### src/rtl/keypad_decoder.sv
// keypad_decoder: assembles 5-clock scan frames from row drive and column sense,
// debounces at frame granularity and emits one-shot key events.
module keypad_decoder #(
    parameter int DEB_FRAMES = 3,
    parameter int REL_FRAMES = 2
) (
    input  logic       clk_sec,
    input  logic       rst_n,
    input  logic [3:0] ent_teclado,
    input  logic [3:0] col,
    output logic       key_valid,
    output logic [3:0] key_code,
    output logic       key_held
);
    localparam logic [3:0] DEB = 4'(DEB_FRAMES);
    localparam logic [3:0] REL = 4'(REL_FRAMES);

    typedef enum logic [1:0] {IDLE, DEBOUNCE, HELD, RELEASE} state_t;

    state_t     state, state_n;
    logic [3:0] cnt, cnt_n, cand, cand_n, rows_seen, hit_code;
    logic       hit, amb, accept;
    logic       eval, row_phase, col_one, col_multi, frame_ok, f_single, f_empty;
    logic [1:0] r, c;

    assign eval      = ent_teclado == 4'b1111;
    assign row_phase = $onehot(ent_teclado);
    assign col_one   = $onehot(col);
    assign col_multi = (col != 4'b0000) && !col_one;
    assign r = ent_teclado[3] ? 2'd0 : ent_teclado[2] ? 2'd1 : ent_teclado[1] ? 2'd2 : 2'd3;
    assign c = col[3] ? 2'd0 : col[2] ? 2'd1 : col[1] ? 2'd2 : 2'd3;
    // A frame only counts once every row has been sampled since the last evaluation.
    assign frame_ok = eval && rows_seen == 4'b1111;
    assign f_single = frame_ok && !amb && hit;
    assign f_empty  = frame_ok && !amb && !hit;

    always_ff @(posedge clk_sec or negedge rst_n) begin
        if (!rst_n) begin
            rows_seen <= '0;
            hit       <= 1'b0;
            hit_code  <= '0;
            amb       <= 1'b0;
        end else if (eval) begin
            rows_seen <= '0;
            hit       <= 1'b0;
            hit_code  <= '0;
            amb       <= 1'b0;
        end else if (row_phase) begin
            rows_seen[r] <= 1'b1;
            if (col_one) begin
                hit      <= 1'b1;
                hit_code <= {r, c};
                if (hit) amb <= 1'b1;
            end
            if (col_multi) amb <= 1'b1;
        end else begin
            amb <= 1'b1;
        end
    end

    always_comb begin
        state_n = state;
        cnt_n   = cnt;
        cand_n  = cand;
        accept  = 1'b0;
        if (frame_ok) begin
            case (state)
                IDLE: if (f_single) begin
                    cand_n = hit_code;
                    if (DEB == 4'd1) begin
                        state_n = HELD;
                        accept  = 1'b1;
                    end else begin
                        state_n = DEBOUNCE;
                        cnt_n   = 4'd1;
                    end
                end
                DEBOUNCE: if (!f_single) begin
                    state_n = IDLE;
                end else if (hit_code == cand) begin
                    cnt_n = cnt + 4'd1;
                    if (cnt + 4'd1 == DEB) begin
                        state_n = HELD;
                        accept  = 1'b1;
                    end
                end else begin
                    cand_n = hit_code;
                    cnt_n  = 4'd1;
                end
                HELD: if (f_empty) begin
                    state_n = (REL == 4'd1) ? IDLE : RELEASE;
                    cnt_n   = 4'd1;
                end
                RELEASE: if (f_empty) begin
                    cnt_n = cnt + 4'd1;
                    if (cnt + 4'd1 == REL) state_n = IDLE;
                end else begin
                    state_n = HELD;
                end
                default: state_n = IDLE;
            endcase
        end
    end

    always_ff @(posedge clk_sec or negedge rst_n) begin
        if (!rst_n) begin
            state     <= IDLE;
            cnt       <= '0;
            cand      <= '0;
            key_valid <= 1'b0;
            key_code  <= '0;
            key_held  <= 1'b0;
        end else begin
            state     <= state_n;
            cnt       <= cnt_n;
            cand      <= cand_n;
            key_valid <= accept;
            key_code  <= accept ? cand_n : key_code;
            key_held  <= (state_n == HELD) || (state_n == RELEASE);
        end
    end
endmodule

### config.mk
export PLATFORM = sky130hd
export DESIGN_NAME = keypad_decoder
export DESIGN_NICKNAME = d
export VERILOG_FILES = /design/src/rtl/keypad_decoder.sv
export SDC_FILE = /design/constraint.sdc
export NUM_CORES = 1
export LEC_CHECK = 0
export CORE_MARGIN = 5
export CORE_UTILIZATION = 25
export CTS_CLUSTER_DIAMETER = 120
export DETAILED_ROUTE_END_ITERATION = 8
export MAX_ROUTING_LAYER = met4
export SLEW_MARGIN = 20
export SYNTH_ARGS = -nofsm -noshare
export SYNTH_HDL_FRONTEND = slang
export SYNTH_SLANG_ARGS = --single-unit
### constraint.sdc
create_clock -name clk_sec -period 4.3 [get_ports clk_sec]
set_input_delay 0.645 -clock clk_sec [delete_from_list [all_inputs] [get_ports clk_sec]]
set_output_delay 0.645 -clock clk_sec [all_outputs]
set_load 0.005 [all_outputs]
* Word level (Yosys, flattened, before mapping) *
Cells that the tools add are included.

operators by class
  equal/unequal tests = 18
  magnitude comparators = 2
  muxes and demuxes = 46
  reductions and logical operators = 17
  bitwise logic cells = 1
  add/subtract/negate cells = 7

operator list
  operator                                       count
  2-to-1 mux 4 bit                               14
  2-to-1 mux 2 bit                               12
  2-to-1 mux 1 bit                               16
  case mux 4 bit (4 select lines)                1
  adder 1 x 1 -> 2 bit                           4
  == test 2 bit, second input constant           4
  == test 4 x 2 -> 1 bit, second input constant  2
  == test 4 bit, second input constant           2
  != test 2 bit, second input constant           4
  case mux 2 bit (4 select lines)                1
  case mux 4 bit (2 select lines)                1
  adder 2 x 2 -> 3 bit                           2
  == test 3 x 1 -> 1 bit, second input constant  2
  logical AND 1 bit                              6
  AND reduction 5 bit                            1
  adder 4 x 1 -> 4 bit, second input constant    1
  == test 4 bit                                  1
  != test 4 x 2 -> 1 bit, second input constant  1
  != test 4 x 3 -> 1 bit, second input constant  1
  OR 4 bit                                       1
  AND reduction 2 bit                            2
  nonzero test 2 bit                             2
  nonzero test 4 bit                             1
  logical NOT 1 bit                              3
  6 further kinds                                6

word-level totals
  flip-flop bits (word level) = 26
  input bits = 10
  word-level logic and storage cells = 101
  output and inout bits = 6

* Depth between registers and ports, before layout *
Gate-level depths: netlist (run 1).

  depth in word-level cells = 10
  depth in mapped cells = 10
  depth with buffers taken out = 10

* Worst setup path before layout (run 1) *
OpenSTA, ideal clock, no wires.

  kind = input port to flip-flop
  start point = input port ent_teclado[0]
  end point = register hit_code[1]
  path slack = 1518 ps
  required time = 4229 ps
  library setup time = 71 ps
  stages = 10
  buffers on the path = 0
  arrival = 2711 ps
  cells stage by stage = inv_1 > fa_1 > inv_1 > ha_1 > ha_1 > nor3b_1 > nand2_1 > nor3_1 > a21oi_1 > nor2_1

between the ends
  word-level cells in the longest chain between the ends = 5
  elaborated cells between the ends (all ways) = 8
  classes of those cells = add/sub (2); eq/ne (2); mux (1); reduce/logical (3)

ends and longest elaborated chain
  element                                     RTL line  text
  start, declared                             9         input logic [3:0] ent_teclado,
  adder 1 x 1 -> 2 bit (not written as such)  27        assign row_phase = $onehot(ent_teclado);
  adder 2 x 2 -> 3 bit (not written as such)  27
  == test 3 x 1 -> 1 bit                      27
  nonzero test 2 bit (no line)                --
  AND reduction 2 bit (no line)               --
  end signal, assigned                        52        hit_code <= {r, c};
  end, declared                               21        logic [3:0] cnt, cnt_n, cand, cand_n, rows_seen, hit_code;

Parallel ways exist; a longest one is shown, timed or not.
A chain may end at the register's enable or synchronous reset.

* Final worst setup path (run 1) *
  start point = input port ent_teclado[3]
  end point = register hit_code[1]

The elaborated chain is that of the path after synthesis.

==> key figures, run 1 <==
Status
  – Status: complete, no violations

Logic synthesis
  – Post-synth ARST share: 100%
  – Main area contributors after synthesis: dfrtp_1 (44%), ha_1 (7.7%), mux2_2 (6.2%), inv_1 (3.8%), nor2_1 (3.6%)
  – Mapped cell area: 1460 um2
  – Number of synthesized flops with an enable pin: 0
  – Cell taking the most area after synthesis: dfrtp_1
  – Syn Area/Cell: 10.3 um2
  – Synth Warn #: 0
  – Synth Register Bits: 26
  – Syn Nets: 163
  – Sequential share of the synthesized area: 44.4%
  – Gate Count Post-Synth: 142
  – Distinct cells, synth: 35
  – Top-area cell type share of the netlist area: 44.4%
  – Synth Flop Type: dfrtp_1

STA
  – FMAX: 329 MHz
  – Hold slack: 508 ps
  – Tcrit/Tclk final: 70.6%
  – Worst-Margin Slew: 826 ps
  – Max-slew violations: 0
  – RSZ-0062 raised after global routing: no
  – Clock skew: 7.09 ps
  – Setup WS post-layout: 1260 ps
  – Setup_tns: 0 ps
  – Min Clock Period, post-route: 3040 ps
  – Final Setup Violations: 0
  – Slew margin rel.: 44.8%
  – Hold Vio Cnt, Final: 0

Setup path
  – CP cell instances: clkdlybuf4s50_1, inv_1, fa_1, inv_1, ha_1, ha_1, nor3b_1, buf_4, nand2_1, nor3_1, a21oi_1, nor2_1
  – Worst Path Max Fanout: 8
  – WS Path Type: in2reg
  – Setup crit end kind: register
  – Critical path required time: 4510 ps
  – Critical Path Start Type: input pin
  – Worst path slowest cell: clkdlybuf4s50_1
  – Worst path arrival time: 3250 ps
  – CP max stage delay: 640 ps

Global route
  – Overflow after GRT: 0
  – M2 GR Usage: 10.9%
  – Vias in the first global route: 970
  – GR peak layer: met2
  – First-pass GRT wire length: 4.56 mm
  – Met1 Use GR: 10.6%
  – Global Route Usage Sum: 7.85%
  – Largest net degree at the start of global routing: 20
  – Antenna violations before repair: 0
  – M3 GR Usage: 2.76%

Drt
  – Antenna viol nets, final: 0
  – WL per Instance: 11.0 um
  – Final WL: 2.55 mm
  – Via Count: 1036
  – Detailed Routing Iterations Pass 1: 4
  – Drt drc: 0
  – DR vias/cell: 4.45
  – DRT iter0 DRCs: 59

Clocking
  – # Post-CTS Setup Buffers: 0
  – H-Tree Depth: 1
  – Hold buffer count at cts: 0
  – Clock Tree Buf Depth: 2
  – Clk_lat worst skew: 270 ps
  – CTS buffer count: 3
  – CTS Sinks: 26
  – Root Buffer: clkbuf_8
  – CTS tree: yes
  – Post-CTS Resized: 0
  – Clock Pin Slew Worst Setup and Hold Paths: 90 ps

Pwr
  – Pleak: 0.840 nW
  – Pwr dens: 344 nW/um2
  – Pwr Total: 0.610 mW
  – VDD IR max: 0.000176 V

Die
  – Num ports: 16
  – Initial core utilization: 26.1%
  – Die ar.: 7490 um2
  – Total core area: 5610 um2
  – Die Y: 86.5 um
  – # rows: 27
  – Die width: 86.5 um

Cells and area
  – Design Area, Final: 1770 um2
  – Leading cell type in the layout, fill and taps excluded: dfrtp_1
  – Final #Nets: 183
  – Layout cells sized above 1: 11.2%
  – Most frequent cells in the layout: dfrtp_1 (26), inv_1 (15), clkdlybuf4s50_1 (15), nor2_1 (14)
  – Area Overhead vs Synth: 21.2%
  – # diodes: 0

Flow run
  – Maxcap violations: 0

Hold path
  – Worst hold path class: reg2reg

Placed design
  – Pre-CTS setup slack: 955 ps
  – Gpl congestion: 0.775
  – Post-DP HPWL: 2.03 mm
  – Placed inst area: 1700 um2
  – Port bufs: 15
==> routing by layer <==
metal	part of all wire (%)	vias up
met5	0	-
met4	1.5	0
met3	4.8	5
met2	42	15
met1	52	482
li1	-	534
==> path summary, 6_finish.rpt <==
kind,startpoint,to,slack [ps],cells after the start
hold / removal,rows_seen[0],rows_seen[0],510,2
max in group asynchronous,rst_n,state[1],2820,2
min in group asynchronous,rst_n,key_code[0],840,1
hold reg to reg,rows_seen[0],rows_seen[0],510,2
setup reg to reg,cnt[1],key_code[1],2340,6
setup / recovery,ent_teclado[3],hit_code[1],1260,12
==> critical path: cells and delay by family <==
kind / cells / cell delay, ps
buf+inv: 4 / 1000
fa+ha+maj: 3 / 920
simple gates: 4 / 610
compound gates: 1 / 60
==> where the power goes <==
part / internal (mW) / switching [mW] / total [mW]
Sequential: 0.270 / 0.0359 / 0.306
Clock: 0.125 / 0.0760 / 0.201
Combinational: 0.0497 / 0.0536 / 0.103
==> stage by stage <==
stage	utilization [%]	cells
after floorplan	-	142
final	31.6	233
after detailed placement	30.4	229
after global routing	31.6	233
after global placement	30.4	229
after CTS	31.6	233
==> logic make-up after synthesis <==
| kind of cell | Yosys count | synth area share (%) |
|---|---|---|
| and+or+nand+nor | 43 | 16.9 |
| buffers and inverters | 17 | 4.96 |
| muxes | 9 | 6.84 |
| xor gates and xnor gates | 5 | 2.99 |
| AOI/OAI and AO/OA | 31 | 13.4 |
| adders and majority gates | 11 | 10.4 |
| DFF | 26 | 44.4 |
==> cell type report <==
type                       count  area, um2
sequential                    26        651
multi-input combinational     99        741
inverter                      15       56.3
timing repair buffer          17        165
clock inverter                 1       30.0
fill                         605       3830
tap                           72       90.1
clock buffer                   3       41.3
==> cells in the mapped netlist, drive strengths merged, types with 2 or more instances <==
library cell / instances
xor2: 5
and2: 2
nor3: 4
nor3b: 2
mux2: 8
o21ai: 7
nor2: 14
ha: 9
a21oi: 9
o21bai: 2
a2bb2oi: 2
nand3: 4
dfrtp: 26
inv: 15
a31oi: 3
nand2: 9
o31ai: 2
fa: 2
buf: 2
a22o: 2
nand4: 3
==> flip-flops by register name, summed over array words and instances, names as in the netlist <==
name and count:
key_held 1, hit_code 4, amb 1, hit 1, rows_seen 4, state 2
cnt 4, cand 4, key_code 4, key_valid 1
Power figures use the tool's default switching activity.
==> inputs of run 2 (changes only) <==
==> constraint.sdc (replaced) <==
create_clock -name clk_sec -period 2.8 [get_ports clk_sec]
set_input_delay 0.42 -clock clk_sec [delete_from_list [all_inputs] [get_ports clk_sec]]
set_output_delay 0.42 -clock clk_sec [all_outputs]
set_load 0.005 [all_outputs]
==> run 2 against run 1 <==
  * Die area did not move
  * Clock-buffer cell count rose by 1
  * Clock skew rose by 2.8 ps
  * Critical path type unchanged
  * Flip-flop and latch count did not move
  * Clock power rose by 20%
  * First-iteration DRC count rose by 19%
==> key figures, run 2 (synthesis gave the netlist of run 1 again) <==
Status
  – Status: complete, no violations

STA
  – RSZ-0062 raised after global routing: no
  – Clock skew: 9.87 ps (+2.78 ps)
  – Min Clock Period, post-route: 2590 ps
  – Final Setup Violations: 0 (unchanged)
  – FMAX: 387 MHz
  – Worst-Margin Slew: 569 ps (-257 ps)
  – Hold Vio Cnt, Final: 0 (unchanged)
  – Slew margin rel.: 61.7% (+17 points)
  – Tcrit/Tclk final: 92.4%
  – Max-slew violations: 0 (unchanged)
  – Setup_tns: 0 ps (unchanged)

Cells and area
  – Final #Nets: 190 (+3.8%)
  – Most frequent cells in the layout: dfrtp_1 (26), inv_1 (15), clkdlybuf4s50_1 (15), nor2_1 (14)
  – FF+latch area: 651 um2 (unchanged)
  – # diodes: 0 (unchanged)
  – Finished Core Util: 32.3% (+0.65 points)
  – Leading cell type in the layout, fill and taps excluded: dfrtp_1
  – Fillers: 596 (-1.5%)
  – Area of the multi-input gates: 741 um2 (unchanged)
  – Area Overhead vs Synth: 23.7%
  – Layout cells sized above 1: 14.9% (+3.7 points)

Clocking
  – # Post-CTS Setup Buffers: 0 (unchanged)
  – CTS buffer count: 3 (unchanged)
  – Hold buffer count at cts: 0 (unchanged)
  – CTS Sinks: 26 (unchanged)
  – Clk_lat worst skew: 270 ps (about the same)
  – Root Buffer: clkbuf_8
  – Post-CTS Resized: 0 (unchanged)
  – CTS tree: yes
  – H-Tree Depth: 1 (unchanged)
  – Clock Pin Slew Worst Setup and Hold Paths: 80 ps (about the same)
  – Clock Tree Buf Depth: 2 (unchanged)

Die
  – Initial core utilization: 26.1% (unchanged)
  – Die ar.: 7490 um2 (unchanged)
  – Die width: 86.5 um (unchanged)
  – Total core area: 5610 um2 (unchanged)
  – Num ports: 16 (unchanged)
  – # rows: 27 (unchanged)
  – Die Y: 86.5 um (unchanged)

Drt
  – Via Count: 1067 (+3.0%)
  – Detailed Routing Iterations Pass 1: 4 (unchanged)
  – Antenna viol nets, final: 0 (unchanged)
  – WL per Instance: 11.5 um (+4.6%)
  – Final WL: 2.75 mm (+7.8%)
  – Drt drc: 0 (unchanged)
  – DRT iter0 DRCs: 70 (+19%)
  – DR vias/cell: 4.45 (about the same)

Setup path
  – WS Path Type: in2reg
  – Worst path arrival time: 2780 ps (-470 ps)
  – Critical path required time: 3000 ps (-1510 ps)
  – R2r worst-path depth: 6 (unchanged)
  – Critical Path Start Type: input pin
  – Worst Path Max Fanout: 8 (unchanged)
  – Internal reg-to-reg setup slack: 790 ps (-1550 ps)
  – Setup crit end kind: register

Hold path
  – Hold depth: 1 (-1)
  – Worst hold path class: reg2reg

Global route
  – Vias in the first global route: 1080 (+11%)
  – Global Route Usage Sum: 8.27% (+0.42 points)
  – Largest net degree at the start of global routing: 27 (+35%)
  – First-pass GRT wire length: 4.83 mm (+5.9%)
  – Antenna violations before repair: 0 (unchanged)
  – Overflow after GRT: 0 (unchanged)

Pwr
  – Pleak: 0.868 nW (+3.3%)
  – VDD IR max: 0.000186 V (+5.3%)
  – Pwr dens: 487 nW/um2 (+42%)

Placed design
  – Port bufs: 15 (unchanged)
  – Gpl congestion: 0.734 (-5.3%)
  – Post-DP HPWL: 2.13 mm (+4.7%)

Flow run
  – Maxcap violations: 0 (unchanged)
[run 2: where the power goes]
group          total [mW]  switching, mW  internal [mW]
registers           0.471         0.0564          0.415
clock network       0.241          0.116          0.126
logic               0.169         0.0848         0.0842
[run 2: area by class of cell]
cell class	instances	area share [%]
repair buffers	24	12.0
clock buffers	4	3.04
multi-input cells	99	40.9
well taps	72	4.98
inverters	15	3.11
flip-flops and latches	26	35.9
[run 2: metal layers]
layer,wire (um),GRT usage [%],vias to the layer above
met5,0,-,-
met4,39,3.40,0
met3,114,1.43,4
met2,1200,12.4,20
met1,1400,11.0,493
li1,-,-,550
[run 2: stage by stage]
| step | total power, mW | instances | setup slack [ps] | cell area [um2] | hold WS [ps] |
|---|---|---|---|---|---|
| final | 0.882 | 240 | 213 | 1810 | 514 |
| after global routing | 0.937 | 240 | 36.7 | 1810 | 550 |
| after CTS | 0.895 | 240 | 216 | 1810 | 519 |
| after detailed placement | 0.650 | 236 | -46.8 | 1760 | 499 |
| after global placement | 0.644 | 236 | -31.2 | 1760 | 492 |
| after floorplan | 0.576 | 142 | 243 | 1460 | 124 |
[run 2: worst max-delay path, cell delays in order]
cell and delay, ps:
clkdlybuf4s50_1 480, inv_1 60, fa_1 530, inv_1 50
ha_1 170, ha_1 270, nor3b_1 260, nand2_1 210
nor3_1 180, a21oi_1 60, nor2_1 90
[run 2: final timing paths]
kind | startpoint | to
hold reg to reg | key_code[2] | key_code[2]
setup / recovery | ent_teclado[0] | hit_code[1]
max in group asynchronous | rst_n | cand[0]
setup reg to reg | cnt[1] | key_code[1]
hold / removal | key_code[2] | key_code[2]
min in group asynchronous | rst_n | state[0]
==> RTL edit: new RTL, settings of run 1 <==
Remove the register `key_held`: a continuous assignment takes its place, so the output `key_held` follows one clock earlier.
--- a/src/rtl/keypad_decoder.sv
+++ b/src/rtl/keypad_decoder.sv
@@ -110,5 +110,4 @@
             key_valid <= 1'b0;
             key_code  <= '0;
-            key_held  <= 1'b0;
         end else begin
             state     <= state_n;
@@ -117,7 +116,8 @@
             key_valid <= accept;
             key_code  <= accept ? cand_n : key_code;
-            key_held  <= (state_n == HELD) || (state_n == RELEASE);
         end
     end
+
+    assign key_held = (state_n == HELD) || (state_n == RELEASE);
 endmodule
 
Behaviour: no difference found for any inputs over 10 cycles, from zero or initial values and one cycle with rst_n low; that may be too few to reach the edited logic, so the function may still have changed.
==> RTL edit against run 1 <==
  * Wire length up 4.3%
  * Utilization fell by 1.5 points
  * Synthesized area grew 0.34%
  * Setup slack worse by 0.29 ns
  * Highest routed layer unchanged
  * Non-clock buffer count decreased by 1
  * Total power shrank 6.8%
  * Largest power group unchanged
  * Cell area shrank 1.1%
  * Sequential cell count shrank 1
==> RTL edit: results (changes against run 1) <==
| Metric | Value |
|---|---|
| Xor and xnor area share after synthesis | `2.385% (-0.61 points)` |
| Top cells by count, synth | `dfrtp_1, nor2_1, inv_1` |
| DP HPWL | `2.089 mm (+2.8%)` |
| Status | `finished, final reports clean` |
| DP Cell Count | `232 (+1.3%)` |
| Register area share after synthesis | `42.59% (-1.9 points)` |
| Fin crit share | `77.37% (+6.7 points)` |
| Largest net degree at the start of global routing | `26 (+30%)` |
| Reg-to-reg slack, setup | `2.36 ns (+0.02 ns)` |
| Area post-placement | `1709 um^2 (+0.37%)` |
| CP Capture Point | `key_held` |
| Fraction of layout cells with a size suffix above 1 | `11.80% (+0.62 points)` |
| CTS clock-pin slew for the worst setup and hold paths | `0.08 ns` |
| Htree depth | `1 (unchanged)` |
| Fin Hold WS | `0.5170 ns (+0.008816 ns)` |
| Layout fillers | `628 (+3.8%)` |
| First-pass DRT Iterations | `4 (unchanged)` |
| Multiplexer share of the synthesized area | `7.836% (+1.0 points)` |
| Worst slack at placement | `0.8310 ns (-0.1238 ns)` |
| Hold Crit Start | `key_code[1]` |
| Wl on met1 | `1.336 mm (+1.5%)` |
| RD Place Congestion | `0.8003 (+3.3%)` |
| R2R depth | `5 (-1)` |
| Critical R2R Launch | `hit_code[1]` |
| Global-route wire length before repair | `4.988 mm (+9.4%)` |
| Logic pwr share | `23.3% (+6.4 points)` |
| Post-synthesis adder-cell area fraction | `10.39% (-0.036 points)` |
| Static Leak | `0.8275 nW (-1.5%)` |
| Int Pwr | `388.3 uW (-13%)` |
| Netlist cell types | `38 (+8.6%)` |
| Hold Path End | `key_code[1]` |
| Max IR drop VDD | `0.0001236 V (-30%)` |
| Vias | `1052 (+1.5%)` |
| Worst path max stage delay | `0.54 ns (-0.10 ns)` |
| Met2 WL | `1.177 mm (+9.5%)` |
| Sequential group power | `301 uW (-2%)` |
| Routed WL per cell | `11.29 um (+3.0%)` |
| DR WL met3 | `101 um (-18%)` |
| Worst r2r dst | `key_code[3]` |
| Worst clock skew | `0.005687 ns (-0.001402 ns)` |
| Rel. slew slack | `71.01% (+26 points)` |
| Dominant cells by area after synthesis | `dfrtp_1, ha_1, mux2_4` |
| Via/cell ratio | `4.458 (+0.25%)` |
| Synth Area in Compound Gates | `14.31% (+0.89 points)` |
| Crit-path max FO | `6 (-2)` |
| Initial DRC Count | `95 (+61%)` |
| Hold path depth | `1 (-1)` |
| Overall power | `568.3 uW (-6.8%)` |
| GRT Resource Usage Total | `8.458% (+0.61 points)` |
## RTL edit: cells by family (layout without fill, tap and decap cells)
group                      Yosys count  count (layout)
DFF                                 25              25
xor gates and xnor gates             4               4
AOI/OAI and AO/OA                   33              33
buffers and inverters               16              35
adders and majority gates           11              11
muxes                                9               9
and+or+nand+nor                     44              44
## RTL edit: layer usage
layer	track usage, %	up-vias
met5	-	-
met4	4.249	0
li1	-	536
met1	11.83	494
met3	1.141	2
met2	11.89	20
## RTL edit: cell type report
type	count	area (um^2)	share of cell area, %
Clock buffer	4	45.04	2.568
Inverter	15	56.30	3.210
Multi-Input combinational cell	101	775.7	44.22
Sequential cell	25	625.6	35.66
Tap cell	75	93.84	5.350
Timing Repair Buffer	16	157.7	8.987
## RTL edit: worst reg2reg max path: cells and delay by family (launching register included)
kind                      cells  cell delay (ns)
muxes                         1             0.34
DFF                           1             0.43
xor gates and xnor gates      1             0.19
and+or+nand+nor               3             0.89
